### src/rtl/dma_core_mc.sv
// dma_core_mc: multi-channel word-copy DMA, round-robin per word, AXI-Lite master.
// Define DMA_MC_IRQ_EN to add the irq/irq_ack completion interrupt.
module dma_core_mc #(
  parameter int NUM_CH     = 2,
  parameter int ADDR_WIDTH = 32,
  parameter int DATA_WIDTH = 32,
  parameter int LEN_WIDTH  = 16
) (
  input  logic                         clk,
  input  logic                         rst,
  input  logic [NUM_CH*ADDR_WIDTH-1:0] ch_src_addr,
  input  logic [NUM_CH*ADDR_WIDTH-1:0] ch_dst_addr,
  input  logic [NUM_CH*LEN_WIDTH-1:0]  ch_len,
  input  logic [NUM_CH-1:0]            ch_start,
  output logic [NUM_CH-1:0]            ch_busy,
  output logic [NUM_CH-1:0]            ch_done,
  output logic                         awvalid,
  output logic [ADDR_WIDTH-1:0]        awaddr,
  input  logic                         awready,
  output logic                         wvalid,
  output logic [DATA_WIDTH-1:0]        wdata,
  input  logic                         wready,
  input  logic                         bvalid,
  output logic                         bready,
  output logic                         arvalid,
  output logic [ADDR_WIDTH-1:0]        araddr,
  input  logic                         arready,
  input  logic                         rvalid,
  input  logic [DATA_WIDTH-1:0]        rdata,
  output logic                         rready
`ifdef DMA_MC_IRQ_EN
  ,
  input  logic [NUM_CH-1:0]            irq_ack,
  output logic                         irq
`endif
);

  localparam int SW  = (NUM_CH > 1) ? $clog2(NUM_CH) : 1;
  localparam int SW1 = SW + 1;

  typedef enum logic [2:0] {
    IDLE, ARB, RD_ADDR, RD_DATA, WR, WR_RESP, UPDATE
  } state_e;

  state_e state_q, state_d;

  logic [ADDR_WIDTH-1:0] src_q [NUM_CH];
  logic [ADDR_WIDTH-1:0] src_d [NUM_CH];
  logic [ADDR_WIDTH-1:0] dst_q [NUM_CH];
  logic [ADDR_WIDTH-1:0] dst_d [NUM_CH];
  logic [LEN_WIDTH-1:0]  rem_q [NUM_CH];
  logic [LEN_WIDTH-1:0]  rem_d [NUM_CH];

  logic [NUM_CH-1:0] busy_q, busy_d;
  logic [NUM_CH-1:0] done_q, done_d;
  logic [SW-1:0]     sel_q, sel_d;
  logic [SW-1:0]     rrp_q, rrp_d;

  logic                  arv_q, arv_d;
  logic [ADDR_WIDTH-1:0] araddr_q, araddr_d;
  logic                  rrdy_q, rrdy_d;
  logic                  awv_q, awv_d;
  logic [ADDR_WIDTH-1:0] awaddr_q, awaddr_d;
  logic                  wv_q, wv_d;
  logic [DATA_WIDTH-1:0] wdata_q, wdata_d;
  logic                  brdy_q, brdy_d;

  logic [NUM_CH-1:0] rot;
  logic [SW:0]       cand;
  logic [SW-1:0]     pick;
  logic              found;
  logic              last;
  logic [NUM_CH-1:0] fin_mask;

  // Round-robin pick: first busy channel at or after rrp_q, wrapping.
  always_comb begin
    rot   = NUM_CH'({busy_q, busy_q} >> rrp_q);
    pick  = '0;
    found = 1'b0;
    cand  = '0;
    for (int k = NUM_CH - 1; k >= 0; k--) begin
      if (rot[k]) begin
        cand = {1'b0, rrp_q} + SW1'(k);
        if (cand >= SW1'(NUM_CH)) cand = cand - SW1'(NUM_CH);
        pick  = cand[SW-1:0];
        found = 1'b1;
      end
    end
  end

  // Channel bookkeeping, FSM next state and next values of registered outputs.
  always_comb begin
    state_d  = state_q;
    src_d    = src_q;
    dst_d    = dst_q;
    rem_d    = rem_q;
    busy_d   = busy_q;
    done_d   = done_q;
    sel_d    = sel_q;
    rrp_d    = rrp_q;
    araddr_d = araddr_q;
    awaddr_d = awaddr_q;
    wdata_d  = wdata_q;
    awv_d    = awv_q;
    wv_d     = wv_q;
    last     = (rem_q[sel_q] == LEN_WIDTH'(1));
    fin_mask = last ? (NUM_CH'(1) << sel_q) : '0;

    for (int i = 0; i < NUM_CH; i++) begin
      if (ch_start[i] && !busy_q[i]) begin
        if (ch_len[i*LEN_WIDTH +: LEN_WIDTH] == '0) begin
          done_d[i] = 1'b1;
        end else begin
          src_d[i]  = ch_src_addr[i*ADDR_WIDTH +: ADDR_WIDTH];
          dst_d[i]  = ch_dst_addr[i*ADDR_WIDTH +: ADDR_WIDTH];
          rem_d[i]  = ch_len[i*LEN_WIDTH +: LEN_WIDTH];
          busy_d[i] = 1'b1;
          done_d[i] = 1'b0;
        end
      end
    end

    unique case (state_q)
      IDLE: begin
        if (|busy_q) state_d = ARB;
      end
      ARB: begin
        if (found) begin
          sel_d    = pick;
          araddr_d = src_q[pick];
          state_d  = RD_ADDR;
        end else begin
          state_d = IDLE;
        end
      end
      RD_ADDR: begin
        if (arready) state_d = RD_DATA;
      end
      RD_DATA: begin
        if (rvalid) begin
          wdata_d  = rdata;
          awaddr_d = dst_q[sel_q];
          awv_d    = 1'b1;
          wv_d     = 1'b1;
          state_d  = WR;
        end
      end
      WR: begin
        awv_d = awv_q & ~awready;
        wv_d  = wv_q & ~wready;
        if ((!awv_q || awready) && (!wv_q || wready)) state_d = WR_RESP;
      end
      WR_RESP: begin
        if (bvalid) state_d = UPDATE;
      end
      UPDATE: begin
        src_d[sel_q] = src_q[sel_q] + 1'b1;
        dst_d[sel_q] = dst_q[sel_q] + 1'b1;
        rem_d[sel_q] = rem_q[sel_q] - 1'b1;
        rrp_d = (sel_q == SW'(NUM_CH - 1)) ? '0 : sel_q + 1'b1;
        if (last) begin
          busy_d[sel_q] = 1'b0;
          done_d[sel_q] = 1'b1;
        end
        state_d = (|(busy_q & ~fin_mask)) ? ARB : IDLE;
      end
      default: state_d = IDLE;
    endcase

    arv_d  = (state_d == RD_ADDR);
    rrdy_d = (state_d == RD_DATA);
    brdy_d = (state_d == WR_RESP);
  end

  // State, channel and output registers with synchronous reset.
  always_ff @(posedge clk) begin
    if (rst) begin
      state_q  <= IDLE;
      busy_q   <= '0;
      done_q   <= '0;
      sel_q    <= '0;
      rrp_q    <= '0;
      arv_q    <= 1'b0;
      araddr_q <= '0;
      rrdy_q   <= 1'b0;
      awv_q    <= 1'b0;
      awaddr_q <= '0;
      wv_q     <= 1'b0;
      wdata_q  <= '0;
      brdy_q   <= 1'b0;
      for (int i = 0; i < NUM_CH; i++) begin
        src_q[i] <= '0;
        dst_q[i] <= '0;
        rem_q[i] <= '0;
      end
    end else begin
      state_q  <= state_d;
      busy_q   <= busy_d;
      done_q   <= done_d;
      sel_q    <= sel_d;
      rrp_q    <= rrp_d;
      arv_q    <= arv_d;
      araddr_q <= araddr_d;
      rrdy_q   <= rrdy_d;
      awv_q    <= awv_d;
      awaddr_q <= awaddr_d;
      wv_q     <= wv_d;
      wdata_q  <= wdata_d;
      brdy_q   <= brdy_d;
      src_q    <= src_d;
      dst_q    <= dst_d;
      rem_q    <= rem_d;
    end
  end

  assign ch_busy = busy_q;
  assign ch_done = done_q;
  assign arvalid = arv_q;
  assign araddr  = araddr_q;
  assign rready  = rrdy_q;
  assign awvalid = awv_q;
  assign awaddr  = awaddr_q;
  assign wvalid  = wv_q;
  assign wdata   = wdata_q;
  assign bready  = brdy_q;

`ifdef DMA_MC_IRQ_EN
  logic [NUM_CH-1:0] irq_pend_q, irq_pend_d;
  logic              irq_q;

  // Pending bit set on done rising edge; set beats a same-cycle ack.
  always_comb begin
    irq_pend_d = (irq_pend_q & ~irq_ack) | (done_d & ~done_q);
  end

  // Pending flags and the registered interrupt line.
  always_ff @(posedge clk) begin
    if (rst) begin
      irq_pend_q <= '0;
      irq_q      <= 1'b0;
    end else begin
      irq_pend_q <= irq_pend_d;
      irq_q      <= |irq_pend_q;
    end
  end

  assign irq = irq_q;
`endif

endmodule

### config.mk
export PLATFORM = sky130hd
export DESIGN_NAME = dma_core_mc
export DESIGN_NICKNAME = d
export VERILOG_FILES = /design/src/rtl/dma_core_mc.sv
export SDC_FILE = /design/constraint.sdc
export NUM_CORES = 1
export LEC_CHECK = 0
export CORE_UTILIZATION = 48
export DETAILED_ROUTE_END_ITERATION = 12
export PLACE_DENSITY = 0.76
export SLEW_MARGIN = 5
export SYNTH_ARGS = -nofsm -noshare
export SYNTH_HDL_FRONTEND = slang
export SYNTH_SLANG_ARGS = --single-unit
### constraint.sdc
create_clock -name clk -period 7.2 [get_ports clk]
set_input_delay 0.72 -clock clk [delete_from_list [all_inputs] [get_ports clk]]
set_output_delay 0.72 -clock clk [all_outputs]
set_load 0.02 [all_outputs]
==> out/metrics.yaml <==
status: "complete, no violations"
cp_cell_sequence: "buf_4, mux2_2, ha_1, a21boi_1, and2_1, nand3_1, or4_1, a31oi_1"
synthMuxAreaShare_pct: 9.81
core_area_sq_um: 29100
crit_required_ps: 7680
synth_ff_type: "dfxtp_1"
crit_type: "reg2reg"
slew_headroom_pct: 33.0
end_kind: "flop"
placed_cells: 2266
multi_input_area_sq_um: 8400
vias: 14300
grt_pass1_wl_microns: 75200
cts_buffer_depth: 3
synth_top_area_share_pct: 37.6
cts-resized-gates: 0
cts_post_setup_buffers_inserted: 0
yosys.area.top_type: "dfxtp_1"
fin_cells: 2319
worstHoldPathType: "reg2reg"
slowest_stage: "dfxtp_4"
synth-xor-area-share_pct: 2.38
die-width_microns: 175
drv_cap: 0
cts-root-buf: "clkbuf_16"
antenna_found_initial: 1
top_usage_layer: "met2"
fillers: 2454
crit_path_max_incr_delay_ps: 730
ys_ff_latch: 270
hold_ws_ps: 455
synthAdderAreaFrac_pct: 0.348
syn_area_sq_um: 14400
crit_fanout: 56
final_layout_size_suffix_gt1_share_pct: 6.41
io_buffers: 305
synth_nets: 1911
h-tree-depth: 1
use_met3_pct: 4.79
fin_setup_tns_ps: 0
synth.distinct_cells: 83
die_h_microns: 175
nNetsFinal: 2119
drc: 0
slew_viol_final: 0
leakagePower_nw: 6.28
routabilityCongestion: 0.880
hold_buffers: 0
vdd_ir_drop_max_uv: 209
crit_arrival_ps: 4340
tritoncts: "yes"
synth_edf_count: 0
ant_nets: 0
tightest_slew_ps: 1010
syn_avg_cell_area_sq_um: 8.42
ys_async_sr_fraction_pct: 0
grt.overflow.total: 0
skew_ps: 7.71
synth_compound_area_share_pct: 24.0
period_minus_slack_ps: 3870
ys_seq_area_share_pct: 37.6
wl_per_cell_microns: 21.0
powerDensity_nw_per_um2: 208
first_iter_violations: 1557
rows: 62
io_pins: 306
dr.pass1.iters: 6
final_util_pct: 63.7
start_util_pct: 49.4
area_delta_synth_final_pct: 28.9
path_clk_slew_ps: 60
synthCells: 1706
setup_violations: 0
clkSinkCount: 270
fmax_mhz: 259
period_share_pct: 53.7
cts_buffers: 30
grt_pass1_vias: 13500
cp-start-kind: "flop"
gr-usage-met2_pct: 49.9
yosysWarnings: 0
setup_ws_ps: 3330
track_usage_pct: 30.6
grt_max_degree: 111
rsz0062_at_grt: "false"
synth_top_family_by_area: "compound AO/OA/AOI/OAI gates"
grt.met1_usage_pct: 40.3
synth_area_leaders: "dfxtp_1 38%, a211oi_1 10%, mux2i_1 8.8%"
viasPerCell: 6.18
finalHoldViolCount: 0
clk_latency_ps: 560
totalWireLength_microns: 48600
place_ws_ps: 3100
die_area_sq_um: 30600
synth-simple-area-share_pct: 21.2
ff_latch_area_sq_um: 5410
hpwlAfterDp_microns: 33300
-- kinds of logic after synthesis --
family | count (synthesis)
buffers and inverters | 157
AND/OR/NAND/NOR | 600
multiplexers | 139
adder cells (fa/ha/maj) | 4
XOR/XNOR | 39
AO/OA/AOI/OAI | 497
flip-flops | 270
-- area by class of cell --
class / count / area share [%]
Clock inverter: 11 / 0.669
Sequential cell: 270 / 29.2
Clock buffer: 41 / 4.72
Timing Repair Buffer: 324 / 17.3
Multi-Input combinational cell: 1279 / 45.3
Antenna cell: 1 / 0.0135
Inverter: 9 / 0.182
Tap cell: 384 / 2.59
-- worst max-delay path: cells and delay by family, from the launching register on --
family / cells / cell delay (ps)
buf+inv: 1 / 690
flops: 1 / 730
simple gates: 3 / 1190
compound gates: 2 / 640
mux: 1 / 290
fa+ha+maj: 1 / 210
-- synth_stat cells (8+ instances only) --
cell      instances
xor2_1           16
nor2b_1          54
dfxtp_1         270
nand2_1         146
nand4b_1         13
xnor2_1          23
o311ai_0         11
a31oi_1          26
o21ai_0          50
buf_2            17
a22oi_1          20
inv_1             9
a21oi_1         112
mux2_2           12
nand4_1          27
and3_1            9
nor3_1           38
nor4_1           30
clkbuf_1        111
mux2i_1         126
nand3_1          29
nor2_1          187
a211oi_1        197
nor3b_1           8
-- power breakdown --
| group | switching, mW | total, mW | internal [mW] |
|---|---|---|---|
| clock network | 0.651 | 1.57 | 0.916 |
| logic | 0.322 | 0.615 | 0.293 |
| registers | 0.0855 | 1.66 | 1.58 |
| total | 1.06 | 3.84 | 2.79 |
-- layout by cell type (no fill, tap or decap), drive strengths merged, types with 19 or more instances in the layout --
master,netlist,layout
a31oi,26,26
nand3,31,31
nand4,30,30
a21oi,115,115
a211oi,199,199
nand2,149,149
nor2b,54,54
clkbuf,114,42
xnor2,23,23
dfxtp,270,270
mux2i,127,127
nor4,31,31
nor2,187,187
clkdlybuf4s50,0,304
buf,34,19
nor3,39,39
o21ai,52,52
a22oi,21,21
-- sequential cells by signal, indices dropped and copies added, names as in the netlist, 2 cells and up --
register	flops
src_q	64
dst_q	64
ch_done	2
state_q	3
rem_q	32
wdata	32
araddr	32
ch_busy	2
awaddr	32
-- path summary, 6_finish.rpt --
kind	startpoint	end	slack, ps	depth (start not counted)
setup / recovery	sel_q	src_q[52]	3330	8
setup reg to reg	sel_q	src_q[52]	3330	8
hold reg to reg	wdata[14]	wdata[14]	450	2
hold / removal	wdata[14]	wdata[14]	450	2
-- routing by layer --
layer / vias to the layer above / share of wire [%]
met1: 6775 / 41
met2: 662 / 48
met3: 115 / 7.9
met4: 0 / 3.5
li1: 6770 / -
met5: - / 0
-- per-stage QoR --
step / total power, mW / area (sq um)
final: 3.84 / 18500
after global routing: 3.97 / 18500
after CTS: 3.85 / 18500
after detailed placement: 2.30 / 17500
after global placement: 2.29 / 17500
after floorplan: 2.02 / 14400
Power figures use the tool's default switching activity.
